<file path="src/rtl/btn_ctrl_pkg.sv">
// rtl/btn_ctrl_pkg.sv - shared state encoding and timing derivation for the button controller
//
// Purpose: FSM state constants plus helpers that turn clock/rate parameters
//          into debounce and long-press cycle counts.
// Contents: ST_IDLE, ST_PRESS_CHK, ST_HELD, ST_REL_CHK (2-bit encodings);
//           calc_db_cnt(clk_in, debounce_hz)        -> max(1, clk_in/debounce_hz)
//           calc_long_cnt(clk_in, long_hz, db_cnt)  -> max(db_cnt+1, clk_in/long_hz)
package btn_ctrl_pkg;

    localparam logic [1:0] ST_IDLE      = 2'd0;
    localparam logic [1:0] ST_PRESS_CHK = 2'd1;
    localparam logic [1:0] ST_HELD      = 2'd2;
    localparam logic [1:0] ST_REL_CHK   = 2'd3;

    function automatic int calc_db_cnt(input int clk_in, input int debounce_hz);
        int c;
        c = clk_in / debounce_hz;
        return (c < 1) ? 1 : c;
    endfunction

    // The long-press threshold must lie beyond the point where HELD starts
    // counting (DB_CNT), otherwise o_long could coincide with o_press.
    function automatic int calc_long_cnt(input int clk_in, input int long_hz, input int db_cnt);
        int c;
        c = clk_in / long_hz;
        return (c < db_cnt + 1) ? db_cnt + 1 : c;
    endfunction

endpackage

</file>
<file path="src/rtl/sync_2ff.sv">
// rtl/sync_2ff.sv - two-flop synchronizer for a single asynchronous input
//
// Purpose: bring an asynchronous level into the i_clk domain.
// Ports:   i_clk   - destination clock (rising edge)
//          i_reset - asynchronous active-high reset, clears both flops
//          i_d     - asynchronous input level
//          o_q     - synchronized level (two cycles of latency)
module sync_2ff (
    input  logic i_clk,
    input  logic i_reset,
    input  logic i_d,
    output logic o_q
);

    logic meta_q;

    always_ff @(posedge i_clk or posedge i_reset) begin
        if (i_reset) begin
            meta_q <= 1'b0;
            o_q    <= 1'b0;
        end else begin
            meta_q <= i_d;
            o_q    <= meta_q;
        end
    end

endmodule

</file>
<file path="src/rtl/btn_toggle_ctrl.sv">
// rtl/btn_toggle_ctrl.sv - debounced push-button toggle with long-press detection
//
// Purpose: debounce a raw button, toggle an enable level on each press and
//          force the enable off when the press is held long enough.
// Ports:   i_clk   - single clock, rising edge
//          i_reset - asynchronous active-high reset
//          i_btn   - raw bouncing button level (1 = pressed)
//          o_en    - registered enable level for the downstream LED blinker
//          o_press - one-cycle pulse per debounced press
//          o_long  - one-cycle pulse when a press has been held LONG_CNT cycles
module btn_toggle_ctrl #(
    parameter int CLK_IN      = 300,
    parameter int DEBOUNCE_HZ = 100,
    parameter int LONG_HZ     = 10
) (
    input  logic i_clk,
    input  logic i_reset,
    input  logic i_btn,
    output logic o_en,
    output logic o_press,
    output logic o_long
);

    import btn_ctrl_pkg::*;

    localparam int DB_CNT   = calc_db_cnt(CLK_IN, DEBOUNCE_HZ);
    localparam int LONG_CNT = calc_long_cnt(CLK_IN, LONG_HZ, DB_CNT);
    localparam int CW       = $clog2(LONG_CNT + 1);

    localparam logic [CW-1:0] CNT_ONE   = CW'(1);
    localparam logic [CW-1:0] DB_LAST   = CW'(DB_CNT - 1);
    localparam logic [CW-1:0] DB_LOAD   = CW'(DB_CNT);
    localparam logic [CW-1:0] LONG_MAX  = CW'(LONG_CNT);
    localparam logic [CW-1:0] LONG_LAST = CW'(LONG_CNT - 1);

    logic          btn_s;
    logic [1:0]    state_q, state_d;
    logic [CW-1:0] db_cnt_q, db_cnt_d;
    logic [CW-1:0] hold_cnt_q, hold_cnt_d;
    logic          en_q, en_d;
    logic          press_q, press_d;
    logic          long_q, long_d;

    sync_2ff u_sync_btn (
        .i_clk   (i_clk),
        .i_reset (i_reset),
        .i_d     (i_btn),
        .o_q     (btn_s)
    );

    always_comb begin
        state_d    = state_q;
        db_cnt_d   = db_cnt_q;
        hold_cnt_d = hold_cnt_q;
        en_d       = en_q;
        press_d    = 1'b0;
        long_d     = 1'b0;

        case (state_q)
            ST_IDLE: begin
                db_cnt_d   = '0;
                hold_cnt_d = '0;
                if (btn_s) begin
                    state_d  = ST_PRESS_CHK;
                    db_cnt_d = CNT_ONE;
                end
            end
            ST_PRESS_CHK: begin
                // ">=" keeps DB_CNT = 1 working: the count is already 1 on entry.
                if (!btn_s) begin
                    state_d  = ST_IDLE;
                    db_cnt_d = '0;
                end else if (db_cnt_q >= DB_LAST) begin
                    state_d    = ST_HELD;
                    hold_cnt_d = DB_LOAD;
                    press_d    = 1'b1;
                    en_d       = ~en_q;
                end else begin
                    db_cnt_d = db_cnt_q + CNT_ONE;
                end
            end
            ST_HELD: begin
                // Saturating count: the threshold is crossed only once per press,
                // even across release glitches that bounce through REL_CHK.
                if (hold_cnt_q != LONG_MAX) begin
                    hold_cnt_d = hold_cnt_q + CNT_ONE;
                    if (hold_cnt_q == LONG_LAST) begin
                        long_d = 1'b1;
                        en_d   = 1'b0;
                    end
                end
                if (!btn_s) begin
                    state_d  = ST_REL_CHK;
                    db_cnt_d = CNT_ONE;
                end
            end
            ST_REL_CHK: begin
                // hold_cnt is retained so a release glitch does not restart timing.
                if (btn_s) begin
                    state_d = ST_HELD;
                end else if (db_cnt_q >= DB_LAST) begin
                    state_d    = ST_IDLE;
                    db_cnt_d   = '0;
                    hold_cnt_d = '0;
                end else begin
                    db_cnt_d = db_cnt_q + CNT_ONE;
                end
            end
            default: begin
                state_d = ST_IDLE;
            end
        endcase
    end

    always_ff @(posedge i_clk or posedge i_reset) begin
        if (i_reset) begin
            state_q    <= ST_IDLE;
            db_cnt_q   <= '0;
            hold_cnt_q <= '0;
            en_q       <= 1'b0;
            press_q    <= 1'b0;
            long_q     <= 1'b0;
        end else begin
            state_q    <= state_d;
            db_cnt_q   <= db_cnt_d;
            hold_cnt_q <= hold_cnt_d;
            en_q       <= en_d;
            press_q    <= press_d;
            long_q     <= long_d;
        end
    end

    assign o_en    = en_q;
    assign o_press = press_q;
    assign o_long  = long_q;

endmodule

</file>
<file path="config.mk">
export PLATFORM = sky130hd
export DESIGN_NAME = btn_toggle_ctrl
export DESIGN_NICKNAME = d
export VERILOG_FILES = /design/src/rtl/btn_ctrl_pkg.sv /design/src/rtl/sync_2ff.sv /design/src/rtl/btn_toggle_ctrl.sv
export SDC_FILE = /design/constraint.sdc
export NUM_CORES = 1
export LEC_CHECK = 0
export CORE_AREA = 8 8 54 56
export DETAILED_ROUTE_END_ITERATION = 8
export DIE_AREA = 0 0 62 64
export PLACE_DENSITY = 0.82
export SLEW_MARGIN = 30
export SYNTH_ARGS = -nofsm -noshare
export SYNTH_HDL_FRONTEND = slang
export SYNTH_SLANG_ARGS = --single-unit
</file>
<file path="constraint.sdc">
create_clock -name i_clk -period 1.7 [get_ports i_clk]
set_clock_uncertainty 0.05 [all_clocks]
set_input_delay 0.34 -clock i_clk [delete_from_list [all_inputs] [get_ports i_clk]]
set_output_delay 0.34 -clock i_clk [all_outputs]
set_load 0.02 [all_outputs]
</file>
==> results.cfg, run 1 <==
[logic_synthesis]
ys_warn_count = 0
syn_nets = 118
synth_area_per_cell_um2 = 9.82
synth_xor_area_share_pct = 0
yosys.area_share.simple_pct = 17.4
synth_edf_count = 0
muxShareOfSynthArea_pct = 0
ys.flop_type = dfrtp_1
ys_types = 33
synth_fa_ha_area_share_pct = 12.1
synth_top_area_share_pct = 41.3
synth_compound_area_share_pct = 25.0
synth_seq_area_share_pct = 41.3
yosys_register_bits = 17
synth_top_family_by_area = compound AO/OA/AOI/OAI gates
netlist_instances = 105
synth_top_cell_by_area = dfrtp_1
syn_area_um2 = 1030
synthTopCellsByArea = dfrtp_1, ha_1, inv_1
ys_async_sr_fraction_pct = 100

[cells_and_area]
fin_util_pct = 64.0
stdcell_count = 156
seqCellArea_um2 = 427
antenna_cells = 0
final_area_um2 = 1350
drive_gt1_share_pct = 32.8
areaGrowthSynthToFinish_pct = 30.7
layout_common_cells = dfrtp_1, buf_4, nor2_1
multiInputGateArea_um2 = 654
final_net_count = 142
nFillCells = 161

[place]
place_inst = 148
hpwl_um = 1630
place.gp.congestion = 0.839
pre_cts_ws_ns = -0.0919
portBuffers = 5
dpl_cell_area_um2 = 1200

[routing]
avgRoutedWirePerCell_um = 14.5
initialDrtViolationCount = 36
ant_nets = 0
via_per_inst = 5.67
dr.pass1.iters = 4
post-route-drc-count = 0
routed_wl_um = 2270
vias = 885

[hold_path]
hold_class = input port to asynchronous set/reset pin

[sta]
rsz0062_at_grt = true
layout_setup_ws_ns = 0.0356
fin_setup_tns_ns = 0
worstMarginPinSlew_ns = 0.259
setup_viol = 0
drv_slew = 0
hold_viol = 0
period_share_pct = 97.9
hold_ws_ns = 0.276
fmax_ghz = 0.601
timing.final.crit_period_ns = 1.66
relSlewSlack_pct = 82.7

[setup_path]
critPathMaxStageDelay_ns = 0.46
criticalPathCategory = register to register
cp_max_fo = 5
cp.arrival_ns = 1.82
reg2reg_depth = 7
crit_buf_inv = 1
cp_common_cell = a21o_1
start_kind = register
cp_cell_sequence = inv_1, ha_2, nor2_1, o2bb2ai_2, a21o_1, nor3b_2, a21o_1
critPathSlowestCell = dfrtp_2
critPathCaptureType = register
critPathTopFamily = compound AO/OA/AOI/OAI gates
r2r_end = hold_cnt_q[2]
required_ns = 1.86
timing.critical_path.to = hold_cnt_q[2]
crit_cells = 7
ff2ff_setup_slack_ns = 0.04

[power]
power_mw = 2.36
max-vdd-ir-drop_mv = 0.863
power.leakage_nw = 0.625
powerDensity_nw_per_um2 = 1750

[cts]
clk_pin_slew_ns = 0.11
clk_latency_ns = 0.30
cts_sinks = 17
ctsRootBufferMaster = clkbuf_4
numCtsBuffers = 3
htree_num_levels = 1
tritoncts = built
clockBufferDepth = 2

[grt]
grt_pass1_wl_um = 3650
antenna_found_initial = 0
grt_pass1_vias = 878
grt.overflow.total = 0
grt_max_degree = 18
track_usage_pct = 11.8

[floorplan]
floorplan.die_area_um2 = 3970
io_pins = 6
start_util_pct = 49.0
rows = 17
fp.dieW_um = 62
die-height_um = 64
core_area_um2 = 2110

[run]
cap_violations = 0

[status]
status = completed
[synth_stat cells (2+ instances only)]
| cell | n |
|---|---|
| dfrtp_1 | 17 |
| o21ai_0 | 3 |
| a21oi_1 | 6 |
| inv_1 | 9 |
| nor2b_1 | 4 |
| and3_1 | 5 |
| nor2_1 | 9 |
| nand2_1 | 5 |
| o211ai_1 | 2 |
| a21o_1 | 4 |
| o21ai_1 | 4 |
| a41oi_1 | 2 |
| nand2b_1 | 2 |
| o22ai_1 | 2 |
| a31oi_1 | 2 |
| o2bb2ai_1 | 3 |
| ha_1 | 10 |
[power by group]
group	total (mW)	switching, mW	leakage, nW	internal, mW
Sequential	0.578	0.0864	0.223	0.491
Combinational	1.55	0.802	0.384	0.750
Clock	0.231	0.143	0.0177	0.0879
Total	2.36	1.03	0.625	1.33
[registers in the layout (all words and copies together), names as in the netlist, named ones only]
name,flops
db_cnt_q,5
hold_cnt_q,5
o_en,1
o_long,1
o_press,1
state_q,1
u_sync_btn.meta_q,1
u_sync_btn.o_q,1
[routing by layer]
| metal | vias up | track usage (%) | share of wire (%) |
|---|---|---|---|
| li1 | 420 | - | - |
| met1 | 435 | 13.4 | 39 |
| met2 | 25 | 19.4 | 53 |
| met3 | 5 | 2.80 | 5.6 |
| met4 | 0 | 6.55 | 1.9 |
| met5 | - | 0 | 0 |
[repair_timing]
| action | CTS | global route |
|---|---|---|
| pin swaps | 1 | 8 |
| resized for setup | 7 | 12 |
| buffers inserted | 1 | 3 |
| hold buffers | 0 | 0 |
| setup endpoints to repair | 8 | 11 |
[cell type report]
type | count | area share, %
Clock buffer | 3 | 1.67
Clock inverter | 1 | 0.371
Inverter | 9 | 2.51
Multi-Input combinational cell | 77 | 48.6
Sequential cell | 17 | 31.7
Tap cell | 28 | 2.60
Timing Repair Buffer | 21 | 12.6
[how the worst min path moves through the flow]
stage	startpoint	end	cells after the start
2_1_floorplan	i_reset	asynchronous set/reset pin	1
3_3_place_gp	u_sync_btn.meta_q	u_sync_btn.o_q	0
3_5_place_dp	u_sync_btn.meta_q	u_sync_btn.o_q	0
4_1_cts	i_reset	db_cnt_q[3]	3
5_1_grt	i_reset	hold_cnt_q[2]	3
6_report	i_reset	hold_cnt_q[2]	3
[logic make-up after synthesis]
family / after synthesis
adder cells (fa/ha/maj): 10
flip-flops: 17
AO/OA/AOI/OAI: 35
AND/OR/NAND/NOR: 32
buffers and inverters: 11
[worst register-to-register path, stage by stage (launching register included)]
cell and delay, ns:
dfrtp_2 0.46, inv_1 0.09, ha_2 0.24, nor2_1 0.07
o2bb2ai_2 0.24, a21o_1 0.21, nor3b_2 0.06, a21o_1 0.15
(Power assumes the default switching activity.)
==> run 2: changes to the inputs <==
--- a/config.mk
+++ b/config.mk
@@ -5,10 +5,10 @@
 export SDC_FILE = /design/constraint.sdc
 export NUM_CORES = 1
 export LEC_CHECK = 0
-export CORE_AREA = 8 8 54 56
+export CORE_AREA = 8 8 52 54
 export DETAILED_ROUTE_END_ITERATION = 8
-export DIE_AREA = 0 0 62 64
-export PLACE_DENSITY = 0.82
+export DIE_AREA = 0 0 60 62
+export PLACE_DENSITY = 0.85
 export SLEW_MARGIN = 30
 export SYNTH_ARGS = -nofsm -noshare
 export SYNTH_HDL_FRONTEND = slang
==> constraint.sdc (replaced) <==
create_clock -name i_clk -period 1.88 [get_ports i_clk]
set_clock_uncertainty 0.05 [all_clocks]
set_input_delay 0.376 -clock i_clk [delete_from_list [all_inputs] [get_ports i_clk]]
set_output_delay 0.376 -clock i_clk [all_outputs]
set_load 0.02 [all_outputs]
==> results.cfg, run 2 (synthesis results as in run 1) <==
[floorplan]
floorplan.die_area_um2 = 3720
start_util_pct = 54.2
core_area_um2 = 1900
die-height_um = 62
rows = 16
fp.dieW_um = 60
io_pins = 6

[sta]
period_share_pct = 95.7
setup_viol = 0
relSlewSlack_pct = 80.6
rsz0062_at_grt = true
hold_viol = 0
worstMarginPinSlew_ns = 0.289
timing.final.crit_period_ns = 1.80
drv_slew = 0
fmax_ghz = 0.556

[routing]
vias = 803
initialDrtViolationCount = 8
dr.pass1.iters = 4
ant_nets = 0
via_per_inst = 5.54
avgRoutedWirePerCell_um = 14.6
routed_wl_um = 2120
post-route-drc-count = 0

[grt]
grt_pass1_vias = 842
antenna_found_initial = 0
met1_usage_pct = 14.8
grt.overflow.total = 0
grt_pass1_wl_um = 3550
track_usage_pct = 12.7
use_met2_pct = 21.5
grtUsageMet3_pct = 2.47
busiest_layer = met2
grt_max_degree = 18

[cells_and_area]
top_regs = db_cnt_q: 5 flops, hold_cnt_q: 5 flops
areaGrowthSynthToFinish_pct = 15.5
stdcell_count = 145
drive_gt1_share_pct = 15.3
nFillCells = 166
final_net_count = 132
final_area_um2 = 1190
antenna_cells = 0
layout_common_cells = dfrtp_1, nor2_1, inv_1
layout_commonest_cell = dfrtp_1

[setup_path]
cp_cell_sequence = inv_1, ha_2, nor3_1, a211o_1, a41oi_2, nor2b_1
critPathMaxStageDelay_ns = 0.45
crit_buf_inv = 1
cp.arrival_ns = 1.94
cp_max_fo = 7
rr_startpoint = state_q[0]
start_kind = register
required_ns = 2.02
critPathCaptureType = register
critPathSlowestCell = dfrtp_1
crit_start = state_q[0]
criticalPathCategory = register to register
critPathTopFamily = compound AO/OA/AOI/OAI gates

[power]
powerDensity_nw_per_um2 = 1530
power_mw = 1.82
power.leakage_nw = 0.569
max-vdd-ir-drop_mv = 0.859

[cts]
numCtsBuffers = 3
clk_latency_ns = 0.29
tritoncts = built
clk_pin_slew_ns = 0.10
ctsRootBufferMaster = clkbuf_4
cts_sinks = 17
htree_num_levels = 1
clockBufferDepth = 2
hold_buffers = 0

[hold_path]
hold_class = register to register
hp-start = u_sync_btn.meta_q

[place]
hpwl_um = 1480
portBuffers = 5
place.gp.congestion = 0.856
place_inst = 140
dpl_cell_area_um2 = 1140

[status]
status = completed

[run]
cap_violations = 0
[run 2: worst paths after layout]
path	end	slack, ns	cells past startpoint
setup / recovery	db_cnt_q[3]	0.08	6
hold / removal	u_sync_btn.o_q	0.31	0
setup reg to reg	db_cnt_q[3]	0.08	6
hold reg to reg	u_sync_btn.o_q	0.31	0
max in group asynchronous	hold_cnt_q[1]	1.26	3
min in group asynchronous	u_sync_btn.o_q	0.33	3
[run 2: metal layers]
metal  part of all wire [%]  wire length [um]  vias to the layer above
met3                    2.1                45                        4
met5                      0                 0                        -
met1                     46               983                      389
met4                    1.7                35                        0
met2                     50              1050                       10
li1                       -                 -                      400
[run 2: repair_timing]
action / 4_1_cts / 5_1_grt
setup buffers: 0 / 1
setup endpoints to repair: 0 / 5
gates resized for setup: 0 / 4
[run 2: where the power goes]
part | internal, mW | switching (mW) | total (mW)
Clock | 0.0827 | 0.116 | 0.198
Sequential | 0.442 | 0.0808 | 0.523
Combinational | 0.483 | 0.617 | 1.10
Total | 1.01 | 0.813 | 1.82
[run 2: stage by stage]
| stage | setup WS, ns | util (%) | TNS [ns] | hold slack [ns] |
|---|---|---|---|---|
| final | 0.0815 | 62.6 | 0 | 0.311 |
| after global routing | -0.0134 | 62.6 | -0.0212 | 0.327 |
| after CTS | 0.0171 | 61.4 | 0 | 0.314 |
| after detailed placement | 0.0412 | 60.1 | 0 | 0.290 |
| after global placement | 0.122 | 60.1 | 0 | 0.283 |
| after floorplan | 0.130 | - | 0 | 0.252 |
[run 2: layout make-up]
cell class | count | area, um2 | share of cell area, %
clock buffer | 4 | 26.3 | 2.21
inverter | 9 | 33.8 | 2.84
multi-input combinational | 77 | 577 | 48.4
sequential | 17 | 425 | 35.7
tap | 27 | 33.8 | 2.84
timing repair buffer | 11 | 95.1 | 7.98
==> RTL edit 1: new RTL, settings of run 1 <==
Add an input register stage for `i_btn`, without a reset; this delays it by one clock.
--- a/src/rtl/btn_toggle_ctrl.sv
+++ b/src/rtl/btn_toggle_ctrl.sv
@@ -33,6 +33,12 @@
     localparam logic [CW-1:0] LONG_MAX  = CW'(LONG_CNT);
     localparam logic [CW-1:0] LONG_LAST = CW'(LONG_CNT - 1);
 
+    logic i_btn_q;
+
+    always_ff @(posedge i_clk) begin
+        i_btn_q <= i_btn;
+    end
+
     logic          btn_s;
     logic [1:0]    state_q, state_d;
     logic [CW-1:0] db_cnt_q, db_cnt_d;
@@ -44,7 +50,7 @@
     sync_2ff u_sync_btn (
         .i_clk   (i_clk),
         .i_reset (i_reset),
-        .i_d     (i_btn),
+        .i_d     (i_btn_q),
         .o_q     (btn_s)
     );
 
Check against the original RTL: not equivalent (a bounded check fails within 10 cycles, from zero or initial values and one cycle with i_reset high).
==> RTL edit 1 against run 1 <==
The run now ends with negative setup slack left; routed wire length up 4.8%; die area did not move; core utilization grew 2.0 points; setup slack got worse by 0.066 ns; final area rose by 3.1%; area after synthesis is 7.9% higher; via count is 1.4% higher; hold slack got worse by 0.056 ns; sequential cell count is 1 higher; global-route usage grew 1.2 points; total power about the same; first-iteration DRC count is 31% lower; critical path type unchanged; critical endpoint is now db_cnt_q[1]; highest routed layer unchanged.
==> RTL edit 1: results (changes against run 1) <==
[drt]
routedWlPerCell_um = 15.23  ; +4.8%
vias = 897  ; +1.4%
dr.pass1.iters = 4  ; unchanged
drtIter0Drc = 25  ; -31%

[clock_network]
htreeDepth = 1  ; unchanged
ctsLongestPathBuffers = 2  ; unchanged
cts_made_buffers = 3  ; unchanged
path_clk_slew_ns = 0.11  ; about the same
worstSkewPairLatency_ns = 0.31
cts_root_buffer = clkbuf_4

[timing]
setup_ws_ns = -0.03019  ; -0.06580 ns
setup_violations = 2  ; +2
max_slew.worst_pin.slew_ns = 0.4205  ; +0.1615 ns

[global_routing]
grt_util_all_layers = 0.1297  ; +0.01151
grt_pass1_wl_um = 3898  ; +6.8%
grt_max_degree = 11  ; -7
globalRouteMet3Util = 0.03000  ; +0.002000
met1_usage = 0.1388  ; +0.004937
grt_pass1_vias = 914  ; +4.1%
use_met2 = 0.2199  ; +0.02587
antenna_found_initial = 0  ; unchanged

[power_and_ir_drop]
p_leak_uw = 0.0006500  ; +4.0%
peakVddDrop_mv = 0.8771  ; +1.7%

[critical_path]
worst_path_largest_cell_delay_ns = 0.42  ; -0.04 ns
cp_max_fo = 7  ; +2
cp.arrival_ns = 1.87  ; +0.05 ns
r2r_cells = 6  ; -1
slowest_stage = dfrtp_1

[logic_synthesis]
ys_top_cells_by_area = dfrtp_1 38%, ha_1 11%, o2bb2ai_1 3.9%
ys_seq_area_frac = 0.4004  ; -0.01217
synth_cell_types = 43  ; +30%
syn_nets = 120  ; +1.7%
synthTopCellsByCount = 17 x dfrtp_1, 10 x ha_1, 9 x inv_1
async_reset_ff_frac = 0.9444  ; -0.05556

[placement]
place_worst_setup_slack_ns = -0.05559  ; +0.03634 ns
dp_hpwl_um = 1646  ; +0.85%
place_congestion = 0.8449  ; +0.74%
io_buffer_count = 5  ; unchanged

[min_path]
hold_class = in2async

[layout]
drive_above_1_share = 0.3047  ; -0.02344
reg_top3 = db_cnt_q: 5 flops, hold_cnt_q: 5 flops
layout.nets = 142  ; unchanged
diodes = 0  ; unchanged
n_fill_cell = 152  ; -5.6%

[run_status]
violations = negative setup slack
status = complete, but fails checks

-- RTL edit 1: cell types whose count changed in the layout (fill, tap and decap cells not counted), moves of 3 or more --
cell,delta
o21ai_0,+3
a21oi_1,-3
nor2_1,-4
o21ai_1,-4
and3_1,-4
o2bb2ai_1,+3
a21o_1,-3
nand3_1,+3
-- RTL edit 1: final cells by class --
| type | count | share of cell area |
|---|---|---|
| flip-flops and latches | 18 | 0.3207 |
| well taps | 28 | 0.02523 |
| repair buffers | 20 | 0.1189 |
| multi-input cells | 77 | 0.4847 |
| inverters | 9 | 0.02432 |
| clock buffers | 4 | 0.02613 |
-- RTL edit 1: path summary, 6_finish.rpt --
| kind | from | to | slack, ns |
|---|---|---|---|
| hold / removal | i_reset | hold_cnt_q[4] | 0.22 |
| max in group asynchronous | i_reset | u_sync_btn.meta_q | 0.93 |
| setup reg to reg | register | db_cnt_q[1] | -0.03 |
| hold reg to reg | i_btn_q | u_sync_btn.meta_q | 0.30 |
| min in group i_clk | i_btn_q | u_sync_btn.meta_q | 0.30 |
| setup / recovery | register | db_cnt_q[1] | -0.03 |
-- RTL edit 1: routing by layer --
| layer | vias to the layer above | routed length [um] |
|---|---|---|
| met1 | 447 | 957 |
| met3 | 7 | 106 |
| li1 | 427 | - |
| met5 | - | 0 |
| met2 | 16 | 1253 |
| met4 | 0 | 58 |
-- RTL edit 1: what timing repair did --
action	in CTS	in global routing
hold endpoints to repair	0	0
resized for setup	8	6
pin swaps	2	2
setup buffers	3	0
endpoints found under the setup margin	8	11
-- RTL edit 1: kinds of logic (layout without fill, tap and decap cells) --
kind of cell    after synthesis  after routing  synth area share
simple gates                 33             33            0.1867
compound gates               31             31            0.2272
fa+ha+maj                    10             10            0.1125
flops                        18             18            0.4005
buf+inv                      12             33           0.04499
mux                           3              3           0.02812
-- RTL edit 1: critical path: cells and delay by family, from the launching register on --
| family | cells | cell delay (ns) |
|---|---|---|
| adder cells (fa/ha/maj) | 1 | 0.22 |
| buffers and inverters | 1 | 0.17 |
| multiplexers | 1 | 0.32 |
| flip-flops | 1 | 0.42 |
| AO/OA/AOI/OAI | 1 | 0.24 |
| AND/OR/NAND/NOR | 2 | 0.18 |
-- RTL edit 1: metrics by stage --
stage	hold slack (ns)	TNS, ns	cells	util	area, um2
floorplan	0.2161	0	107	-	1112
global placement	0.2735	0	149	0.6037	1271
detailed placement	0.2715	-0.1290	149	0.6037	1271
CTS	0.2314	0	156	0.6453	1359
global route	0.2796	-0.3704	156	0.6595	1389
finish	0.2198	-0.04568	156	0.6595	1389
-- RTL edit 1: power breakdown --
| group | internal [uW] | leakage [uW] | switching, uW |
|---|---|---|---|
| registers | 509 | 0.000233 | 65.7 |
| clock network | 131 | 0.0000210 | 143 |
| logic | 747 | 0.000396 | 765 |
==> RTL edit 2: new RTL, settings of run 1 <==
Without the edit above. Set the parameter `LONG_HZ` to 20 (it was 10).
--- a/src/rtl/btn_toggle_ctrl.sv
+++ b/src/rtl/btn_toggle_ctrl.sv
@@ -11,7 +11,7 @@
 module btn_toggle_ctrl #(
     parameter int CLK_IN      = 300,
     parameter int DEBOUNCE_HZ = 100,
-    parameter int LONG_HZ     = 10
+    parameter int LONG_HZ     = 20
 ) (
     input  logic i_clk,
     input  logic i_reset,
Behaviour: no difference found for any inputs over 10 cycles, from zero or initial values and one cycle with i_reset high; that may be too few to reach the edited logic, so the function may still have changed.
==> RTL edit 2 against run 1 <==
Area after synthesis fell by 12%; final cell count fell by 15%; critical endpoint is now db_cnt_q[0]; fmax decreased by 3.3%; final area fell by 17%; non-clock buffer count fell by 6; first-iteration DRC count is 61% lower; core utilization down 11 points; routed wire length fell by 17%; sequential cell count shrank 2; setup slack worse by 0.057 ns; total power decreased by 14%; the run now ends with negative setup slack left; largest power group unchanged.
==> RTL edit 2: results (changes against run 1) <==
[global_routing]
grt_pass1_vias = 752  ; -14%
grt_max_degree = 16  ; -2
grt_pass1_wl_um = 3298  ; -9.6%
antenna_found_initial = 0  ; unchanged
grt_util_all_layers = 0.1085  ; -0.009704

[logic_synthesis]
synth_cell_types = 37  ; +12%
synthTopCellsByCount = 15 x dfrtp_1, 9 x ha_1, 8 x inv_1
ys_top_cells_by_area = dfrtp_1 41%, ha_1 12%, inv_1 3.3%
syn_avg_cell_area_um2 = 10.41  ; +6.0%
yosysWarnings = 0  ; unchanged
synthMuxAreaShare = 0.03453  ; +0.03453
ys_seq_area_frac = 0.4144  ; +0.001743
synthAdderAreaFrac = 0.1243  ; +0.002950
synth_xor_area_frac = 0  ; unchanged
syn_nets = 99  ; -16%
synthCells = 87  ; -17%
synth_compound_area_frac = 0.1975  ; -0.05249

[run_status]
status = complete, but fails checks
violations = negative setup slack

[critical_path]
cp_max_fo = 8  ; +3
r2r_cells = 7  ; unchanged
crit_end = db_cnt_q[0]
cp.arrival_ns = 1.85  ; +0.03 ns
worst_path_largest_cell_delay_ns = 0.37  ; -0.09 ns
critical_path.top_delay_family = flip-flops
slowest_stage = dfrtp_1
cp-startpoint = db_cnt_q[0]

[timing]
hold_slack_ns = 0.3170  ; +0.04146 ns
max_slew.worst_pin.slew_ns = 0.5839  ; +0.3249 ns
tns_ns = -0.02752  ; -0.02752 ns
setup_violations = 2  ; +2
setup_ws_ns = -0.02178  ; -0.05740 ns

[placement]
place_congestion = 0.8098  ; -3.4%
place_inst = 127  ; -14%
place_area_um2 = 1057  ; -12%
dp_hpwl_um = 1464  ; -10%
place_worst_setup_slack_ns = -0.06473  ; +0.02719 ns

[power_and_ir_drop]
swShare = 0.4168  ; -0.02014
p_leak_uw = 0.0005233  ; -16%
peakVddDrop_mv = 0.9222  ; +6.9%
pwr-share-clk = 0.100  ; +0.002
combPwrFrac = 0.642  ; -0.015
p_int_uw = 1183  ; -11%

[layout]
reg_top3 = db_cnt_q: 4 flops, hold_cnt_q: 4 flops
n_fill_cell = 176  ; +9.3%
drive_above_1_share = 0.2404  ; -0.08774
layout.nets = 117  ; -18%

[min_path]
min_to = u_sync_btn.o_q
hold_class = reg2reg

[drt]
routedWlPerCell_um = 14.23  ; -2.1%
drtIter0Drc = 14  ; -61%
vias_per_cell = 5.598  ; -1.3%
dr.pass1.iters = 4  ; unchanged
vias = 739  ; -16%

[clock_network]
cts_made_buffers = 3  ; unchanged
cts_root_buffer = clkbuf_4
path_clk_slew_ns = 0.08  ; -0.03 ns

-- RTL edit 2: cell count changes after synthesis, moves of 3 or more --
cell / change
nor2_1: -7
o21ai_1: -4
a21o_1: -3
and3_1: -3
nand2_1: -3
nand3_1: +3
-- RTL edit 2: cell type report --
cell class	instances	area, um2	share of cell area
tap	28	35.03	0.03143
timing repair buffer	15	131.4	0.1178
clock buffer	4	26.28	0.02357
inverter	8	30.03	0.02694
multi-input combinational	62	516.7	0.4635
sequential	15	375.4	0.3367
-- RTL edit 2: repair_timing --
action	CTS	global route
endpoints found under the hold margin	0	0
endpoints found under the setup margin	4	8
pin swaps	4	1
gates cloned	0	0
buffers inserted	1	0
gates resized for setup	6	2
-- RTL edit 2: metal layers --
metal | global-route usage | part of all wire
met5 | 0 | 0
met4 | 0.07407 | 0.038
met3 | 0.03000 | 0.043
met2 | 0.1695 | 0.47
met1 | 0.1222 | 0.45
